**config.mk**
```make
export PLATFORM = sky130hd
export DESIGN_NAME = dmem_ctrl
export DESIGN_NICKNAME = d
export VERILOG_FILES = /design/src/rtl/core_defs.sv /design/src/rtl/dmem_store_align.sv /design/src/rtl/dmem_ctrl.sv
export SDC_FILE = /design/constraint.sdc
export NUM_CORES = 1
export LEC_CHECK = 0
export BUFFER_PORTS_ARGS = -buffer_cell sky130_fd_sc_hd__buf_4
export CORE_ASPECT_RATIO = 1.75
export CORE_MARGIN = 1.5
export CORE_UTILIZATION = 52
export CTS_CLUSTER_DIAMETER = 80
export DETAILED_ROUTE_END_ITERATION = 7
export GPL_ROUTABILITY_DRIVEN = 0
export PLACE_DENSITY = 0.86
export SLEW_MARGIN = 20
export SYNTH_ARGS = -nofsm -noshare
export SYNTH_HDL_FRONTEND = slang
export SYNTH_SLANG_ARGS = --single-unit
```
**constraint.sdc**
```tcl
create_clock -name clk -period 9.4 [get_ports clk]
set_clock_uncertainty 0.1 [all_clocks]
set_input_delay 2.35 -clock clk [delete_from_list [all_inputs] [get_ports clk]]
set_output_delay 2.35 -clock clk [all_outputs]
set_load 0.02 [all_outputs]
```
**src/rtl/core_defs.sv**
```systemverilog
// Shared encodings for the data-memory path: access widths, load/store flag
// and the dmem_ctrl state machine.
package core_defs;

    localparam logic [1:0] MW_BYTE = 2'b01;
    localparam logic [1:0] MW_HALF = 2'b10;
    localparam logic [1:0] MW_WORD = 2'b11;

    localparam logic RW_LOAD  = 1'b0;
    localparam logic RW_STORE = 1'b1;

    typedef enum logic [1:0] {
        DM_IDLE,
        DM_REQ,
        DM_RSP,
        DM_DONE
    } dm_state_e;

endpackage

```
**src/rtl/dmem_store_align.sv**
```systemverilog
// Combinational store aligner: byte enables, lane-replicated write data and
// alignment/legality check for one access.
module dmem_store_align
    import core_defs::*;
(
    input  logic [1:0]  width,
    input  logic [1:0]  addr_lo,
    input  logic [31:0] wdata,
    output logic [3:0]  be,
    output logic [31:0] wdata_al,
    output logic        misalign
);

    always_comb begin
        be       = 4'b0000;
        wdata_al = wdata;
        misalign = 1'b0;
        case (width)
            MW_BYTE: begin
                be       = 4'b0001 << addr_lo;
                wdata_al = {4{wdata[7:0]}};
            end
            MW_HALF: begin
                be       = addr_lo[1] ? 4'b1100 : 4'b0011;
                wdata_al = {2{wdata[15:0]}};
                misalign = addr_lo[0];
            end
            MW_WORD: begin
                be       = 4'b1111;
                misalign = |addr_lo;
            end
            default: misalign = 1'b1;
        endcase
    end

endmodule

```
**src/rtl/dmem_ctrl.sv**
```systemverilog
// MEM-stage data-memory responder: accepts one load/store, runs it on the
// simple data bus and returns a one-cycle completion pulse with the raw word.
module dmem_ctrl
    import core_defs::*;
#(
    parameter int TIMEOUT_CYC = 255,
    parameter int CNT_W       = 8
) (
    input  logic        clk,
    input  logic        rst,
    input  logic        req_i,
    input  logic        rw_i,
    input  logic [1:0]  width_i,
    input  logic [31:0] addr_i,
    input  logic [31:0] wdata_i,
    input  logic        fc_flush_i,
    output logic        Dcache_ready_o,
    output logic [31:0] Dcache_data_o,
    output logic        misalign_o,
    output logic        err_o,
    output logic        busy_o,
    output logic        bus_req_o,
    output logic        bus_we_o,
    output logic [31:0] bus_addr_o,
    output logic [3:0]  bus_be_o,
    output logic [31:0] bus_wdata_o,
    input  logic        bus_gnt_i,
    input  logic        bus_rvalid_i,
    input  logic [31:0] bus_rdata_i,
    input  logic        bus_err_i
);

    dm_state_e        state;
    logic [CNT_W-1:0] cnt;
    logic             drop;

    logic [3:0]  sa_be;
    logic [31:0] sa_wdata;
    logic        sa_mis;

    dmem_store_align u_align (
        .width    (width_i),
        .addr_lo  (addr_i[1:0]),
        .wdata    (wdata_i),
        .be       (sa_be),
        .wdata_al (sa_wdata),
        .misalign (sa_mis)
    );

    // A flush arriving in the same cycle as the response still suppresses it.
    logic drop_now;
    assign drop_now = drop | fc_flush_i;

    always_ff @(posedge clk or posedge rst) begin
        if (rst) begin
            state          <= DM_IDLE;
            cnt            <= '0;
            drop           <= 1'b0;
            Dcache_ready_o <= 1'b0;
            Dcache_data_o  <= '0;
            misalign_o     <= 1'b0;
            err_o          <= 1'b0;
            busy_o         <= 1'b0;
            bus_req_o      <= 1'b0;
            bus_we_o       <= 1'b0;
            bus_addr_o     <= '0;
            bus_be_o       <= '0;
            bus_wdata_o    <= '0;
        end else begin
            Dcache_ready_o <= 1'b0;
            misalign_o     <= 1'b0;
            err_o          <= 1'b0;
            case (state)
                DM_IDLE: begin
                    if (req_i && !fc_flush_i) begin
                        bus_we_o      <= (rw_i == RW_STORE);
                        bus_addr_o    <= {addr_i[31:2], 2'b00};
                        bus_be_o      <= (rw_i == RW_STORE) ? sa_be : 4'b1111;
                        bus_wdata_o   <= sa_wdata;
                        Dcache_data_o <= '0;
                        drop          <= 1'b0;
                        busy_o        <= 1'b1;
                        if (sa_mis) begin
                            state          <= DM_DONE;
                            Dcache_ready_o <= 1'b1;
                            misalign_o     <= 1'b1;
                        end else begin
                            state     <= DM_REQ;
                            bus_req_o <= 1'b1;
                        end
                    end
                end
                DM_REQ: begin
                    // Once granted the transaction must drain; a same-cycle flush becomes a drop.
                    if (bus_gnt_i) begin
                        state     <= DM_RSP;
                        bus_req_o <= 1'b0;
                        cnt       <= '0;
                        drop      <= fc_flush_i;
                    end else if (fc_flush_i) begin
                        state     <= DM_IDLE;
                        bus_req_o <= 1'b0;
                        busy_o    <= 1'b0;
                    end
                end
                DM_RSP: begin
                    cnt  <= cnt + CNT_W'(1);
                    drop <= drop_now;
                    if (bus_rvalid_i) begin
                        if (!bus_we_o) Dcache_data_o <= bus_rdata_i;
                        state          <= DM_DONE;
                        Dcache_ready_o <= !drop_now;
                        err_o          <= bus_err_i && !drop_now;
                    end else if (cnt == CNT_W'(TIMEOUT_CYC - 1)) begin
                        state          <= DM_DONE;
                        Dcache_ready_o <= !drop_now;
                        err_o          <= !drop_now;
                    end
                end
                DM_DONE: begin
                    state  <= DM_IDLE;
                    busy_o <= 1'b0;
                    drop   <= 1'b0;
                end
                default: state <= DM_IDLE;
            endcase
        end
    end

endmodule

```
==> results.py, run 1 <==
metrics = {
    "synth": {
        "async_reset_ff_share_pct": 100,
        "yosys-top-cells-area": "dfrtp_1, nand2_1, o21ai_0",
        "yosysTopAreaCell": "dfrtp_1",
        "synth_compound_area_share_pct": 13.8,
        "synth-xor-area-share_pct": 0.345,
        "synth_adder_area_share_pct": 2.71,
        "synthTopCellsByCount": "nand2_1, dfrtp_1, o21ai_0",
        "yosys_warnings": 0,
        "syn_avg_cell_area_um2": 9.29,
        "synth_cell_types": 41,
        "synth_top_flop_cell": "dfrtp_1",
        "yosysMostFrequentCell": "nand2_1",
        "syn_area_um2": 5070,
        "synth_cells": 546,
        "synth_simple_gate_area_share_pct": 21.6,
        "synth_edf_count": 0,
        "synthMuxAreaShare_pct": 0.814,
        "ys_ff_latch": 115,
        "synth_top_area_share_pct": 56.7,
        "ys_seq_area_share_pct": 56.7,
        "synth_top_family_by_area": "simple AND/OR/NAND/NOR gates",
    },
    "sta": {
        "fin_ws_ps": 5380,
        "period_minus_slack_ps": 4020,
        "fmax_ghz": 0.249,
        "rsz0062_at_grt": "no",
        "slew_viol_final": 0,
        "max-slew-margin-rel_pct": 35.8,
        "tightest_slew_ps": 954,
        "hold_viol_final": 0,
        "fin_tns_setup_ps": 0,
        "finalSetupViolations": 0,
        "post-route-period-util_pct": 42.8,
    },
    "finish": {
        "nets": 863,
        "seqCellArea_um2": 2880,
        "multiInputGateArea_um2": 2010,
        "syn_to_final_growth_pct": 43.1,
        "layout.cells.non_filler": 881,
        "drive_gt1_share_pct": 33.1,
        "antenna_cells": 0,
        "fill_cells": 647,
        "postLayoutCellArea_um2": 7260,
        "final_util_pct": 76.7,
    },
    "floorplan": {
        "die_x_um": 77.7,
        "dieArea_um2": 10400,
        "io_pins": 212,
        "coreArea_um2": 9470,
        "die_h_um": 134,
        "initial_utilization_pct": 53.6,
        "num_rows": 47,
    },
    "worst_hold_path": {
        "hold_class": "reg2reg",
        "hp-start": "bus_addr_o[27]",
        "hold_depth": 2,
        "min_to": "bus_addr_o[27]",
    },
    "drt": {
        "drcViolationCount": 0,
        "vias_per_cell": 5.24,
        "antenna_left": 0,
        "routed_wl_mm": 14.4,
        "drt-pass1-iter-count": 4,
        "vias": 4614,
        "wire_per_inst_um": 16.3,
        "drt_iter0_markers": 192,
    },
    "place": {
        "dpl.cell_count": 849,
        "io_buffers": 209,
        "dp_hpwl_mm": 10.2,
        "placed_cell_area_um2": 6700,
        "dpl_worst_slack_ps": 4850,
    },
    "critical_path": {
        "rr_worst_depth": 6,
        "critPathRequiredTime_ps": 9640,
        "cp-start-kind": "input port",
        "rrSetupSlack_ps": 6910,
        "crit_type": "in2reg",
        "crit_top_cell": "buf_4",
        "r2r-start": "state[0]",
        "path_cells": "buf_4 -> nor2b_2 -> nand2_2 -> buf_4 -> nor2_1 -> a221o_1",
        "crit_slowest_cell": "nor2_1",
        "crit_fanout": 37,
        "cp-end-kind": "flop",
        "worst_ep_arrival_time_ps": 4270,
        "reg2reg_to": "bus_wdata_o[22]",
        "cp_slowest_stage_delay_ps": 440,
    },
    "global_route": {
        "grt-ovfl-total": 0,
        "track_usage_pct": 28.2,
        "grt_max_degree": 73,
        "antenna_found_initial": 0,
        "grt_pass1_wl_mm": 22.8,
        "grt_pass1_vias": 4847,
    },
    "clock_network": {
        "path_clk_slew_ps": 50,
        "cts_buffers": 17,
        "cts_root_buf": "clkbuf_16",
        "cts_max_level": 4,
        "clockBufferDepth": 2,
        "clock_sinks": 115,
        "clkLatencyLatePin_ps": 400,
        "cts_tree": "built",
        "cts_hold_buf": 0,
        "ctsResizeCount": 0,
        "postCtsSetupBuffers": 0,
    },
    "run_status": {
        "status": "complete, no violations",
    },
    "job": {
        "maxCapViolCount": 0,
    },
    "power": {
        "max-vdd-ir-drop_mv": 0.212,
        "p_leak_uw": 0.00371,
        "powerDensity_nw_per_um2": 332,
    },
}
[sequential cells by signal, indices dropped and copies added (netlist names)]
register / count
bus_we_o: 1
bus_be_o: 4
state: 2
cnt: 8
drop: 1
err_o: 1
busy_o: 1
Dcache_ready_o: 1
bus_wdata_o: 32
bus_addr_o: 30
Dcache_data_o: 32
bus_req_o: 1
misalign_o: 1
[worst max-delay path by stage]
| stage | depth (start not counted) | from | slack, ps | end |
|---|---|---|---|---|
| final | 6 | fc_flush_i | 5380 | bus_wdata_o[22] |
| after floorplan | 1 | rst | 3910 | Dcache_data_o[0] |
| after CTS | 5 | fc_flush_i | 5270 | bus_be_o[2] |
| after detailed placement | 5 | fc_flush_i | 4850 | bus_be_o[2] |
| after global placement | 5 | fc_flush_i | 5000 | bus_be_o[2] |
| after global routing | 6 | fc_flush_i | 5220 | bus_wdata_o[20] |
[through the flow]
stage	total power [uW]	hold slack (ps)
2_1_floorplan	1370	375
4_1_cts	2420	378
5_1_grt	2540	401
3_5_place_dp	1820	364
6_report	2410	372
3_3_place_gp	1760	360
[placed cells by master (no fill, tap or decap), types with 2 or more instances in the layout]
| cell | synthesis | final |
|---|---|---|
| clkinv_4 | 0 | 2 |
| mux2i_1 | 3 | 3 |
| a22o_1 | 12 | 12 |
| buf_4 | 5 | 212 |
| clkinvlp_4 | 0 | 4 |
| ha_1 | 11 | 11 |
| o22a_1 | 4 | 4 |
| nand2b_1 | 18 | 18 |
| conb_1 | 1 | 2 |
| inv_1 | 10 | 9 |
| nor2b_1 | 3 | 3 |
| a21oi_1 | 33 | 33 |
| o31ai_1 | 2 | 2 |
| nor2_1 | 23 | 23 |
| clkinv_2 | 0 | 5 |
| o21ai_0 | 46 | 46 |
| xnor2_1 | 2 | 2 |
| dfrtp_1 | 115 | 115 |
| nor3b_1 | 10 | 10 |
| nand3_1 | 2 | 2 |
| clkbuf_16 | 0 | 17 |
| nand2_1 | 192 | 191 |
| a221o_1 | 8 | 8 |
[cell families after synthesis]
group           Yosys count
xor+xnor                  2
compound gates          113
mux                       4
flops                   115
fa+ha+maj                11
other cells               1
buf+inv                  43
simple gates            257
[per-layer routing]
metal | wire (um) | GRT usage [%] | vias to the layer above
li1 | - | - | 2201
met3 | 981 | 9.11 | 27
met2 | 7730 | 51.4 | 202
met5 | 0 | 0 | -
met1 | 5310 | 30.3 | 2184
met4 | 386 | 9.19 | 0
[area by class of cell]
class                   count  share of cell area [%]
inverters                  10                   0.552
flip-flops and latches    115                    39.6
clock inverters            13                    1.53
well taps                 122                    2.10
multi-input cells         389                    27.8
clock buffers              19                    6.10
repair buffers            213                    22.3
[critical path, delay by kind of cell]
kind	cells	cell delay [ps]
AOI/OAI and AO/OA	1	230
buffers and inverters	2	540
and+or+nand+nor	3	1130
[power breakdown]
group          total, uW  internal (uW)  switching [uW]
sequential           815            689             126
clock                593            368             224
combinational       1010            413             592
Power figures use the tool's default switching activity.
==> inputs of run 2 (changes only) <==
--- a/config.mk
+++ b/config.mk
@@ -5,14 +5,15 @@
 export SDC_FILE = /design/constraint.sdc
 export NUM_CORES = 1
 export LEC_CHECK = 0
+export ABC_AREA = 1
 export BUFFER_PORTS_ARGS = -buffer_cell sky130_fd_sc_hd__buf_4
 export CORE_ASPECT_RATIO = 1.75
 export CORE_MARGIN = 1.5
-export CORE_UTILIZATION = 52
+export CORE_UTILIZATION = 44
 export CTS_CLUSTER_DIAMETER = 80
 export DETAILED_ROUTE_END_ITERATION = 7
 export GPL_ROUTABILITY_DRIVEN = 0
-export PLACE_DENSITY = 0.86
+export PLACE_DENSITY = 0.77
 export SLEW_MARGIN = 20
 export SYNTH_ARGS = -nofsm -noshare
 export SYNTH_HDL_FRONTEND = slang
==> constraint.sdc (replaced) <==
create_clock -name clk -period 3.25 [get_ports clk]
set_clock_uncertainty 0.1 [all_clocks]
set_input_delay 0.8125 -clock clk [delete_from_list [all_inputs] [get_ports clk]]
set_output_delay 0.8125 -clock clk [all_outputs]
set_load 0.02 [all_outputs]
==> results.py, run 2 <==
metrics = {
    "run_status": {
        "status": "complete, no violations",
    },
    "global_route": {
        "grt_use_met3_pct": 6.41,
        "grt_pass1_vias": 5008,
        "grt_max_degree": 116,
        "met1_usage_pct": 24.4,
        "antenna_found_initial": 0,
        "grt_pass1_wl_mm": 23.0,
        "grtUsageMet2_pct": 41.8,
        "grt-ovfl-total": 0,
        "busiest_layer": "met2",
        "track_usage_pct": 23.1,
    },
    "sta": {
        "fmax_ghz": 0.444,
        "finalSetupViolations": 0,
        "fin_tns_setup_ps": 0,
        "tightest_slew_ps": 749,
        "post-route-period-util_pct": 69.3,
        "max-slew-margin-rel_pct": 50.1,
        "period_minus_slack_ps": 2250,
        "slew_viol_final": 0,
        "hold_slack_ps": 380,
        "rsz0062_at_grt": "no",
        "hold_viol_final": 0,
    },
    "floorplan": {
        "initial_utilization_pct": 44.8,
        "dieArea_um2": 12300,
        "coreArea_um2": 11500,
        "die_x_um": 84.6,
        "num_rows": 52,
        "die_h_um": 146,
        "io_pins": 212,
    },
    "drt": {
        "drt_iter0_markers": 160,
        "wire_per_inst_um": 14.9,
        "vias": 4770,
        "drcViolationCount": 0,
        "drt-pass1-iter-count": 4,
        "routed_wl_mm": 14.0,
        "vias_per_cell": 5.07,
        "antenna_left": 0,
    },
    "critical_path": {
        "crit_fanout": 16,
        "critPathRequiredTime_ps": 3400,
        "worst_ep_arrival_time_ps": 2400,
        "cp-end-kind": "flop",
        "crit_type": "in2reg",
        "cp-start-kind": "input port",
    },
    "synth": {
        "syn_avg_cell_area_um2": 8.70,
        "synth_top_area_share_pct": 56.1,
        "synth_edf_count": 0,
        "synth_cell_types": 32,
        "syn_area_um2": 5130,
        "synthTopCellsByCount": "nand2_1, dfrtp_1, o21ai_0",
        "ys_seq_area_share_pct": 56.1,
        "yosys_warnings": 0,
        "synth_cells": 589,
        "synth_top_flop_cell": "dfrtp_1",
        "async_reset_ff_share_pct": 100,
        "ys_ff_latch": 115,
        "yosysMostFrequentCell": "nand2_1",
        "yosysTopAreaCell": "dfrtp_1",
        "yosys-top-cells-area": "dfrtp_1, nand2_1, o21ai_0",
    },
    "clock_network": {
        "clock_sinks": 115,
        "cts_hold_buf": 0,
        "cts_tree": "built",
        "cts_max_level": 4,
        "path_clk_slew_ps": 60,
        "cts_root_buf": "clkbuf_16",
        "cts_buffers": 17,
        "clkLatencyLatePin_ps": 400,
        "postCtsSetupBuffers": 0,
        "ctsResizeCount": 0,
        "clockBufferDepth": 2,
    },
    "finish": {
        "top_regs": "Dcache_data_o (32), bus_wdata_o (32), bus_addr_o (30)",
        "antenna_cells": 0,
        "layout_commonest_cell": "nand2_1",
        "layout_common_cells": "nand2_1, buf_4, dfrtp_1",
        "syn_to_final_growth_pct": 43.4,
        "postLayoutCellArea_um2": 7350,
        "drive_gt1_share_pct": 31.8,
        "nets": 910,
    },
    "place": {
        "dp_hpwl_mm": 10.3,
        "io_buffers": 209,
        "placed_cell_area_um2": 6760,
    },
    "power": {
        "powerDensity_nw_per_um2": 948,
        "p_leak_uw": 0.00381,
        "max-vdd-ir-drop_mv": 0.633,
    },
    "job": {
        "maxCapViolCount": 0,
    },
    "worst_hold_path": {
        "hold_class": "reg2reg",
    },
}
-- run 2: stage by stage --
step	power [uW]	std cells	utilization, %	setup slack (ps)
3_3_place_gp	5060	909	59.1	702
6_report	6970	941	64.2	999
3_5_place_dp	5160	909	59.1	611
4_1_cts	7030	941	64.2	990
5_1_grt	7400	941	64.2	783
2_1_floorplan	3990	590	-	938
-- run 2: power breakdown --
group | total (uW) | internal [uW] | switching [uW]
Clock | 1840 | 1220 | 619
Sequential | 2290 | 1960 | 327
Combinational | 2840 | 1150 | 1690
-- run 2: final timing paths --
path	startpoint	endpoint	slack, ps	depth (start not counted)
hold / removal	bus_addr_o[9]	bus_addr_o[9]	380	2
max in group asynchronous	rst	cnt[2]	2080	3
hold reg to reg	bus_addr_o[9]	bus_addr_o[9]	380	2
setup reg to reg	state[0]	Dcache_data_o[4]	1010	6
min in group asynchronous	rst	Dcache_data_o[10]	490	3
setup / recovery	width_i[0]	bus_wdata_o[16]	1000	7
-- run 2: worst max-delay path, stage by stage --
cell and delay [ps]:
buf_4 90, inv_1 50, ha_1 450, clkinv_1 370
buf_4 320, a22oi_1 180, o21ai_0 110
-- run 2: cell families after synthesis --
logic type	after synthesis	synth area share, %
xor+xnor	1	0.171
buf+inv	65	5.71
compound gates	122	14.2
simple gates	274	21.0
other cells	1	0.0732
flops	115	56.1
fa+ha+maj	11	2.68
-- run 2: final cells by class --
cell class | instances | area, um2
Sequential cell | 115 | 2880
Multi-Input combinational cell | 410 | 1960
Tap cell | 135 | 169
Inverter | 34 | 131
Fill cell | 980 | 4100
Clock inverter | 10 | 133
Timing Repair Buffer | 215 | 1630
Clock buffer | 22 | 454
-- run 2: per-layer routing --
| layer | share of wire, % | wire (um) | up-vias |
|---|---|---|---|
| met5 | 0 | 0 | - |
| met1 | 37 | 5110 | 2244 |
| met3 | 6.5 | 909 | 43 |
| met4 | 3.5 | 496 | 0 |
| met2 | 53 | 7480 | 186 |
| li1 | - | - | 2297 |
==> inputs of run 3 (changes only) <==
--- a/config.mk
+++ b/config.mk
@@ -9,11 +9,11 @@
 export BUFFER_PORTS_ARGS = -buffer_cell sky130_fd_sc_hd__buf_4
 export CORE_ASPECT_RATIO = 1.75
 export CORE_MARGIN = 1.5
-export CORE_UTILIZATION = 44
+export CORE_UTILIZATION = 48
 export CTS_CLUSTER_DIAMETER = 80
 export DETAILED_ROUTE_END_ITERATION = 7
 export GPL_ROUTABILITY_DRIVEN = 0
-export PLACE_DENSITY = 0.77
+export PLACE_DENSITY = 0.8
 export SLEW_MARGIN = 20
 export SYNTH_ARGS = -nofsm -noshare
 export SYNTH_HDL_FRONTEND = slang
==> constraint.sdc (replaced) <==
create_clock -name clk -period 2.34 [get_ports clk]
set_clock_uncertainty 0.1 [all_clocks]
set_input_delay 0.585 -clock clk [delete_from_list [all_inputs] [get_ports clk]]
set_output_delay 0.585 -clock clk [all_outputs]
set_load 0.02 [all_outputs]
==> results.py, run 3 (same netlist as run 2, synthesis figures left out) <==
metrics = {
    "sta": {
        "period_minus_slack_ps": 2110,
        "finalSetupViolations": 0,
        "fin_tns_setup_ps": 0,
        "hold_viol_final": 0,
        "fin_ws_ps": 226,
        "rsz0062_at_grt": "no",
        "post-route-period-util_pct": 90.4,
        "slew_viol_final": 0,
        "tightest_slew_ps": 520,
        "max-slew-margin-rel_pct": 65.3,
        "hold_slack_ps": 73.4,
        "fmax_ghz": 0.473,
    },
    "critical_path": {
        "r2r-start": "state[0]",
        "crit_fanout": 64,
        "rr_worst_depth": 6,
        "cp-end-kind": "flop",
        "crit_type": "reg2reg",
        "path_cells": "inv_1 -> ha_1 -> nand2_1 -> o211ai_4 -> buf_4 -> o21ai_0",
        "cp-start-kind": "flop",
        "crit_start": "state[0]",
        "worst_ep_arrival_time_ps": 2270,
        "reg2reg_to": "Dcache_data_o[25]",
        "rrSetupSlack_ps": 230,
        "path_delay_family": "buffers and inverters",
        "cp_slowest_stage_delay_ps": 470,
        "critical_path_buf_inv_count": 2,
        "crit_slowest_cell": "buf_4",
        "critPathRequiredTime_ps": 2490,
    },
    "power": {
        "powerDensity_nw_per_um2": 1310,
        "p_int_uw": 6050,
        "p_comb_share_pct": 40.8,
        "p_leak_uw": 0.00385,
        "switching_share_pct": 37.9,
        "p_seq_share_pct": 32.7,
        "max-vdd-ir-drop_mv": 0.983,
        "clockPowerShare_pct": 26.5,
        "switchingPower_uw": 3690,
    },
    "clock_network": {
        "clkLatencyLatePin_ps": 400,
        "cts_root_buf": "clkbuf_16",
        "postCtsSetupBuffers": 0,
        "clockBufferDepth": 2,
        "ctsResizeCount": 0,
        "cts_max_level": 4,
        "cts_hold_buf": 0,
        "path_clk_slew_ps": 60,
        "clock_sinks": 115,
        "cts_buffers": 17,
        "cts_tree": "built",
    },
    "floorplan": {
        "num_rows": 49,
        "die_x_um": 81.1,
        "die_h_um": 140,
        "io_pins": 212,
        "dieArea_um2": 11300,
        "initial_utilization_pct": 49.5,
        "coreArea_um2": 10400,
    },
    "drt": {
        "drt_iter0_markers": 319,
        "wire_per_inst_um": 15.4,
        "drt-pass1-iter-count": 6,
        "antenna_left": 0,
        "vias": 4845,
        "vias_per_cell": 5.17,
        "drcViolationCount": 0,
        "routed_wl_mm": 14.5,
    },
    "global_route": {
        "antenna_found_initial": 0,
        "track_usage_pct": 27.0,
        "grt_pass1_wl_mm": 23.3,
        "grt-ovfl-total": 0,
        "grt_max_degree": 68,
        "grt_pass1_vias": 4916,
    },
    "finish": {
        "antenna_cells": 0,
        "layout_commonest_cell": "nand2_1",
        "final_util_pct": 71.6,
        "layout_common_cells": "nand2_1, buf_4, dfrtp_1",
        "nets": 916,
        "postLayoutCellArea_um2": 7420,
        "syn_to_final_growth_pct": 44.7,
        "drive_gt1_share_pct": 32.4,
        "top_regs": "Dcache_data_o (32), bus_wdata_o (32), bus_addr_o (30)",
    },
    "place": {
        "placed_cell_area_um2": 6820,
        "dpl_worst_slack_ps": 259,
        "dp_hpwl_mm": 10.6,
        "io_buffers": 209,
    },
    "job": {
        "maxCapViolCount": 0,
    },
    "run_status": {
        "status": "complete, no violations",
    },
    "worst_hold_path": {
        "hold_class": "in2async",
    },
}
==> run 3: cell count changes in the layout (fill, tap and decap cells not counted), sizes merged <==
cell    change
buf         +6
clkbuf      -1
==> run 3: power by group through the flow <==
stage	sequential (uW)	combinational, uW	clock (uW)
after floorplan	3940	1600	0
after global placement	3180	3880	0
after detailed placement	3190	4000	0
after CTS	3180	4010	2610
after global routing	3260	4340	2710
final	3180	3980	2580
==> run 3: through the flow <==
| stage | power, uW | cells |
|---|---|---|
| floorplan | 5540 | 590 |
| global placement | 7060 | 907 |
| detailed placement | 7180 | 907 |
| CTS | 9810 | 938 |
| global route | 10300 | 938 |
| finish | 9750 | 938 |
==> run 3: worst max-delay path by stage <==
stage                                   end  cells after the start
after floorplan            Dcache_data_o[0]                      1
after global placement      bus_wdata_o[16]                      7
after detailed placement    bus_wdata_o[22]                      7
after CTS                 Dcache_data_o[25]                      6
after global routing      Dcache_data_o[24]                      7
final                     Dcache_data_o[25]                      6
==> run 3: area by class of cell <==
class                   instances  area (um2)
well taps                     127         159
repair buffers                221        1700
inverters                      34         131
flip-flops and latches        115        2880
clock buffers                  21         460
clock inverters                10         133
fillers                       785        2940
multi-input cells             410        1960
==> run 3: metal layers <==
layer	GRT usage, %	wire length [um]	vias to the layer above
li1	-	-	2318
met1	28.8	5160	2272
met2	46.5	7770	215
met3	9.11	982	40
met4	12.8	540	0
met5	0	0	-
==> run 3: worst reg2reg max path, delay by kind of cell (launching register included) <==
family / cells / cell delay (ps)
AND/OR/NAND/NOR: 1 / 210
flip-flops: 1 / 400
buffers and inverters: 2 / 610
adder cells (fa/ha/maj): 1 / 330
AO/OA/AOI/OAI: 2 / 330
